`config.mk`:
```
export PLATFORM = sky130hd
export DESIGN_NAME = stream_arb_4_1
export DESIGN_NICKNAME = d
export VERILOG_FILES = /design/src/rtl/stream_arb_4_1.sv
export SDC_FILE = /design/constraint.sdc
export NUM_CORES = 1
export LEC_CHECK = 0
export ABC_AREA = 1
export BUFFER_PORTS_ARGS = -buffer_cell sky130_fd_sc_hd__buf_4
export CAP_MARGIN = 15
export CORE_MARGIN = 5
export CORE_UTILIZATION = 47
export CTS_BUF_LIST = sky130_fd_sc_hd__clkbuf_8 sky130_fd_sc_hd__clkbuf_16
export DETAILED_ROUTE_END_ITERATION = 10
export GPL_TIMING_DRIVEN = 0
export PLACE_DENSITY = 0.86
export SYNTH_ARGS = -nofsm -noshare
export SYNTH_HDL_FRONTEND = slang
export SYNTH_SLANG_ARGS = --single-unit
```
`constraint.sdc`:
```
create_clock -name clk -period 2.45 [get_ports clk]
set_input_delay 0.3675 -clock clk [delete_from_list [all_inputs] [get_ports clk]]
set_output_delay 0.3675 -clock clk [all_outputs]
set_load 0.03 [all_outputs]
```
`src/rtl/stream_arb_4_1.sv`:
```
// Four-input round-robin stream arbiter feeding a one-entry registered output stage.
// out_src carries the granted channel index so downstream muxing can reuse it as a select.
module stream_arb_4_1 #(
    parameter int W = 4
) (
    input  logic         clk,
    input  logic         rst_n,
    input  logic [3:0]   in_valid,
    output logic [3:0]   in_ready,
    input  logic [W-1:0] in_data0,
    input  logic [W-1:0] in_data1,
    input  logic [W-1:0] in_data2,
    input  logic [W-1:0] in_data3,
    output logic         out_valid,
    input  logic         out_ready,
    output logic [W-1:0] out_data,
    output logic [1:0]   out_src
);

    logic         out_valid_q, out_valid_d;
    logic [W-1:0] out_data_q, out_data_d;
    logic [1:0]   out_src_q, out_src_d;
    logic [1:0]   ptr_q, ptr_d;

    logic         load_en;
    logic         grant_valid;
    logic [1:0]   grant;
    logic [1:0]   idx;
    logic [W-1:0] sel_data;

    // The register can take a word when empty or when its word leaves this same cycle.
    assign load_en = !out_valid_q || out_ready;

    // NOTE: every signal written in always_comb gets a default first, so no path leaves it unassigned and no latch is inferred.
    always_comb begin
        grant_valid = 1'b0;
        grant       = 2'd0;
        idx         = 2'd0;
        // Offset 4 wraps back to ptr itself, so the last-granted channel is searched last.
        for (int k = 1; k <= 4; k++) begin
            idx = ptr_q + 2'(k);
            if (!grant_valid && in_valid[idx]) begin
                grant_valid = 1'b1;
                grant       = idx;
            end
        end
    end

    always_comb begin
        in_ready = 4'b0000;
        if (load_en && grant_valid) begin
            in_ready = 4'b0001 << grant;
        end
    end

    always_comb begin
        sel_data = in_data0;
        case (grant)
            2'd0:    sel_data = in_data0;
            2'd1:    sel_data = in_data1;
            2'd2:    sel_data = in_data2;
            default: sel_data = in_data3;
        endcase
    end

    always_comb begin
        out_valid_d = out_valid_q;
        out_data_d  = out_data_q;
        out_src_d   = out_src_q;
        ptr_d       = ptr_q;
        if (load_en) begin
            if (grant_valid) begin
                out_valid_d = 1'b1;
                out_data_d  = sel_data;
                out_src_d   = grant;
                ptr_d       = grant;
            end else begin
                out_valid_d = 1'b0;
            end
        end
    end

    // NOTE: sequential state uses non-blocking assignments so every flop samples pre-edge values.
    always_ff @(posedge clk or negedge rst_n) begin
        if (!rst_n) begin
            out_valid_q <= 1'b0;
            out_data_q  <= '0;
            out_src_q   <= 2'd0;
            ptr_q       <= 2'd3;
        end else begin
            out_valid_q <= out_valid_d;
            out_data_q  <= out_data_d;
            out_src_q   <= out_src_d;
            ptr_q       <= ptr_d;
        end
    end

    assign out_valid = out_valid_q;
    assign out_data  = out_data_q;
    assign out_src   = out_src_q;

endmodule

```
# Yosys cells after proc, flatten, opt, wreduce, memory -nomap -nowiden
# Index checks and enable logic that the tools add are counted.
# totals
in_bits	23
reg_bits	9
out_inout_bits	11
# classes
eq_ne	2
reduce_logical	11
order_cmp	4
muxes	19
n_addsub	3
n_shift	1
# op_table
cell	count
< comparator 2 x 3 -> 1 bit, second input constant	4
one-hot mux 4 bit (3 select lines)	1
two-way mux 1 bit	9
binary-select mux 1 bit (select 2 bit)	4
two-way mux 2 bit	4
adder 2 bit, second input constant	2
logical AND 1 bit	4
logical NOT 1 bit	4
two-way mux 4 bit	1
left shift 1 x 2 -> 4 bit, first input constant	1
adder 2 x 1 -> 2 bit, second input constant	1
== test 2 x 1 -> 1 bit, second input constant	1
== test 2 bit, second input constant	1
logical NOT 2 bit	1
AND reduction 2 bit	1
logical OR 1 bit	1

# Logic depth before layout (Yosys ltp)
# logic_depth
depth_word	15
mapped_depth	16

# Worst setup path after synthesis
# Ideal clock, no wire load.
# synth_timing
path_kind	flip-flop to output port
start	reg ptr_q[0]
end	out in_ready[0]
arrival_ps	2036
slack_ps	47
stages_incl_launch_ff	12
path_buffers	2
cell_sequence	dfstp_2 -> buf_6 -> inv_8 -> nand2_1 -> nand2_2 -> nand2_2 -> a21boi_1 -> nand2_1 -> clkinv_2 -> nand2_4 -> buf_6 -> nor3_1
# synth_via
elab_chain_len	15
# synth_lines
element	line_no	text
start: declaration	23	logic [1:0] ptr_q, ptr_d;
start signal: assignment	94	ptr_q <= ptr_d;
adder 2 x 1 -> 2 bit	41	idx = ptr_q + 2'(k);
binary-select mux 1 bit (select 2 bit)	42	if (!grant_valid && in_valid[idx]) begin
two-way mux 1 bit (not written as such)	42	
two-way mux 1 bit	42	
logical NOT 1 bit	42	
logical AND 1 bit	42	
two-way mux 1 bit	42	
logical NOT 1 bit	42	
logical AND 1 bit	42	
two-way mux 1 bit	42	
logical NOT 1 bit	42	
logical AND 1 bit	42	
two-way mux 2 bit or two-way mux 1 bit (tied branches)	42	
left shift 1 x 2 -> 4 bit or logical AND 1 bit (tied branches)	52, 51	
two-way mux 4 bit *	51	if (load_en && grant_valid) begin
end: declaration	9	output logic [3:0] in_ready,
# Every way passes the cells marked *; elsewhere a longest branch is shown, timed or not. The select of a mux whose other input is x is not followed.

# Final worst setup path
# layout_timing
start	reg ptr_q[0]
end	out in_ready[3]
# The elaborated chain is that of the path after synthesis.

==> flow_summary.ini <==
[clock_network]
cts_max_path_buffers = 2
htree_levels = 1
cts.sinks = 9
clockRootBuffer = clkbuf_8
cts_buffers = 3
clock_latency_ns = 0.23
cts_tree = built
clkSlewWorstSetupHoldPaths_ns = 0.04

[run]
cap_violations = 0

[finish]
fill_cells = 130
multiInputGateArea_um2 = 563
design_area_um2 = 1330
fin_util_pct = 76.7
final_nets = 200
layout.area.seq_um2 = 228
synthToLayoutAreaGrowth_pct = 56.7
drive_gt1_share_pct = 51.7
antenna_cells = 0

[drt]
wl_per_cell_um = 15.0
vias = 1055
final_antenna_net_count = 0
drc = 0
wl_mm = 3.02
viasPerCell = 5.25
dr.first_iter.drc_count = 35
drt-pass1-iter-count = 4

[critical_path]
crit_type = reg -> out
critPathTopFamily = simple AND/OR/NAND/NOR gates
critical_path.most_common_cell = nand2_1
end_kind = primary output
crit_slowest_cell = dfstp_2
crit_buf_inv = 4
critPathRequiredTime_ns = 2.08
arrival_ns = 2.11
crit_path_cell_trace = buf_8 > nand2_1 > nand2_1 > nand2_1 > nand2_1 > inv_1 > nand3_4 > buf_4 > nand3_2 > nor2_2 > buf_6
cp-start-kind = flop
cp_max_fo = 9
critPathMaxStageDelay_ns = 0.53

[die]
die_y_um = 52.4
core.rowCount = 15
start_util_pct = 49.0
die_w_um = 52.4
core-area_um2 = 1730
die-area_um2 = 2750
ioPinCount = 34

[synth]
syn_area_um2 = 846
ys_ff_latch = 9
yosysMostFrequentCell = nand2_1
synth_nets = 151
synth_seq_area_share_pct = 26.9
synth_top_flop_cell = dfrtp_1
ys_types = 21
synth_commonest_cells = nand2_1 (41), nand2_2 (16), nand3_1 (15)
syn-instance-count = 128
synth_top_area_cell = dfrtp_1
async_reset_ff_share_pct = 100
synth_area_leaders = dfrtp_1 (21%), nand2_1 (18%), nand2_2 (12%), nand3_1 (8.9%), dfstp_2 (6.2%)
avgSynthCellArea_um2 = 6.61
synth_edf_count = 0
synth.top_cell.area_share_pct = 20.7
ys_warn_count = 0

[timing]
max_slew_margin_pct = 86.4
layout_setup_ws_ns = -0.0274
worst_slew_pin_slew_ns = 0.204
fin_crit_ns = 2.48
hold_violations = 0
period_share_pct = 101
slew_violations = 0
max_freq_ghz = 0.404
rsz0062_at_grt = yes
fin_worst_skew_ns = 0.000977
tns_ns = -0.0550
setup_viol = 3

[min_path]
min_path_type = reg -> reg

[run_status]
status = finished, violations left
violations = negative setup slack

[place]
hpwl_mm = 1.91
dpl_cell_area_um2 = 1120
io_buffers = 33
routabilityCongestion = 0.838

[global_routing]
grt_usage_pct = 19.4
grt_pass1_wl_mm = 3.96
grt_antenna_before_repair = 0
grt_pass1_vias = 959
overflow = 0
grt_max_degree = 11
==> layout make-up <==
| type | instances | area share, % |
|---|---|---|
| multi-input cells | 98 | 42.5 |
| repair buffers | 45 | 26.8 |
| flip-flops and latches | 9 | 17.2 |
| inverters | 19 | 6.61 |
| clock buffers | 3 | 3.12 |
| well taps | 25 | 2.36 |
| plain buffers | 1 | 1.13 |
| clock inverters | 1 | 0.283 |
==> registers in the layout, indices dropped and copies added, names as in the netlist <==
name and flops:
out_data 4, out_valid 1, out_src 2, ptr_q 2
==> per-layer routing <==
layer,global-route usage (%),routed length [um],part of all wire (%)
met1,22.1,1090,36
met2,33.3,1640,54
met3,1.99,129,4.3
met4,13.6,158,5.2
met5,0,0,0
==> logic make-up (layout without fill, tap and decap cells) <==
logic type / count (synthesis) / count (layout) / synth area share (%)
DFF: 9 / 9 / 26.9
buffers and inverters: 21 / 69 / 12.1
AOI/OAI and AO/OA: 7 / 7 / 5.18
and+or+nand+nor: 91 / 91 / 55.8
==> final timing paths <==
path	cells past startpoint	slack (ns)	endpoint	start
min	2	0.48	out_data[0]$_DFFE_PN0N_	out_data[0]$_DFFE_PN0N_
max reg2reg	17	0.29	out_data[1]$_DFFE_PN0N_	ptr_q[0]$_DFFE_PN1N_
min reg2reg	2	0.48	out_data[0]$_DFFE_PN0N_	out_data[0]$_DFFE_PN0N_
min in group asynchronous	2	0.50	out_src[1]$_DFFE_PN0N_	rst_n
max	11	-0.03	in_ready[3]	ptr_q[0]$_DFFE_PN1N_
max in group asynchronous	2	1.74	ptr_q[1]$_DFFE_PN1N_	rst_n
==> repair_timing <==
action,in CTS,in global routing
hold endpoints to repair,7,0
endpoints found under the setup margin,3,4
resized for setup,2,19
setup buffers,3,8
pin swaps,3,10
hold buffers,1,0
==> worst reg2reg max path, cell delays in order, from the launching register on <==
cell and delay (ns):
dfstp_2 0.53, buf_8 0.13, inv_8 0.05, nand2_1 0.08
nand2_2 0.07, nand2_2 0.10, nand2_4 0.07, inv_2 0.07
nand2_2 0.06, nand2_2 0.12, nand2_2 0.09, nor2_4 0.15
buf_6 0.14, nand3b_1 0.08, nand2_1 0.09, inv_1 0.06
nand2_1 0.09, nand2_1 0.07
==> placed cells by master, fill, tap and decap left out <==
cell type      instances
inv_1                 13
nor2_1                 2
inv_2                  3
nand3b_1               4
nor2_2                 3
dfrtp_1                7
nand2_2               19
nand4_1                2
nand3_1               14
inv_4                  1
buf_8                  1
nor2_4                 2
buf_6                  4
nand2_4                5
a21boi_1               1
nand2_1               36
inv_6                  1
dlygate4sd3_1          1
o21ai_0                2
clkinv_2               1
clkbuf_8               3
inv_8                  1
o21bai_2               1
nor3_2                 1
o21ai_1                3
nand3_2                2
buf_4                 40
dfstp_2                2
nand3_4                1
==> metrics by stage <==
| step | cells | worst slack, ns | hold WS, ns |
|---|---|---|---|
| final | 201 | -0.0274 | 0.476 |
| after global routing | 201 | -0.124 | 0.502 |
| after CTS | 194 | -0.0263 | 0.479 |
| after detailed placement | 186 | 0.156 | 0.190 |
| after global placement | 186 | 0.231 | 0.189 |
| after floorplan | 128 | 0.0466 | 0.0719 |
Power is left out: the tool's default activity adds up to more than one toggle a clock period on the data nets, which glitch-free logic cannot reach.
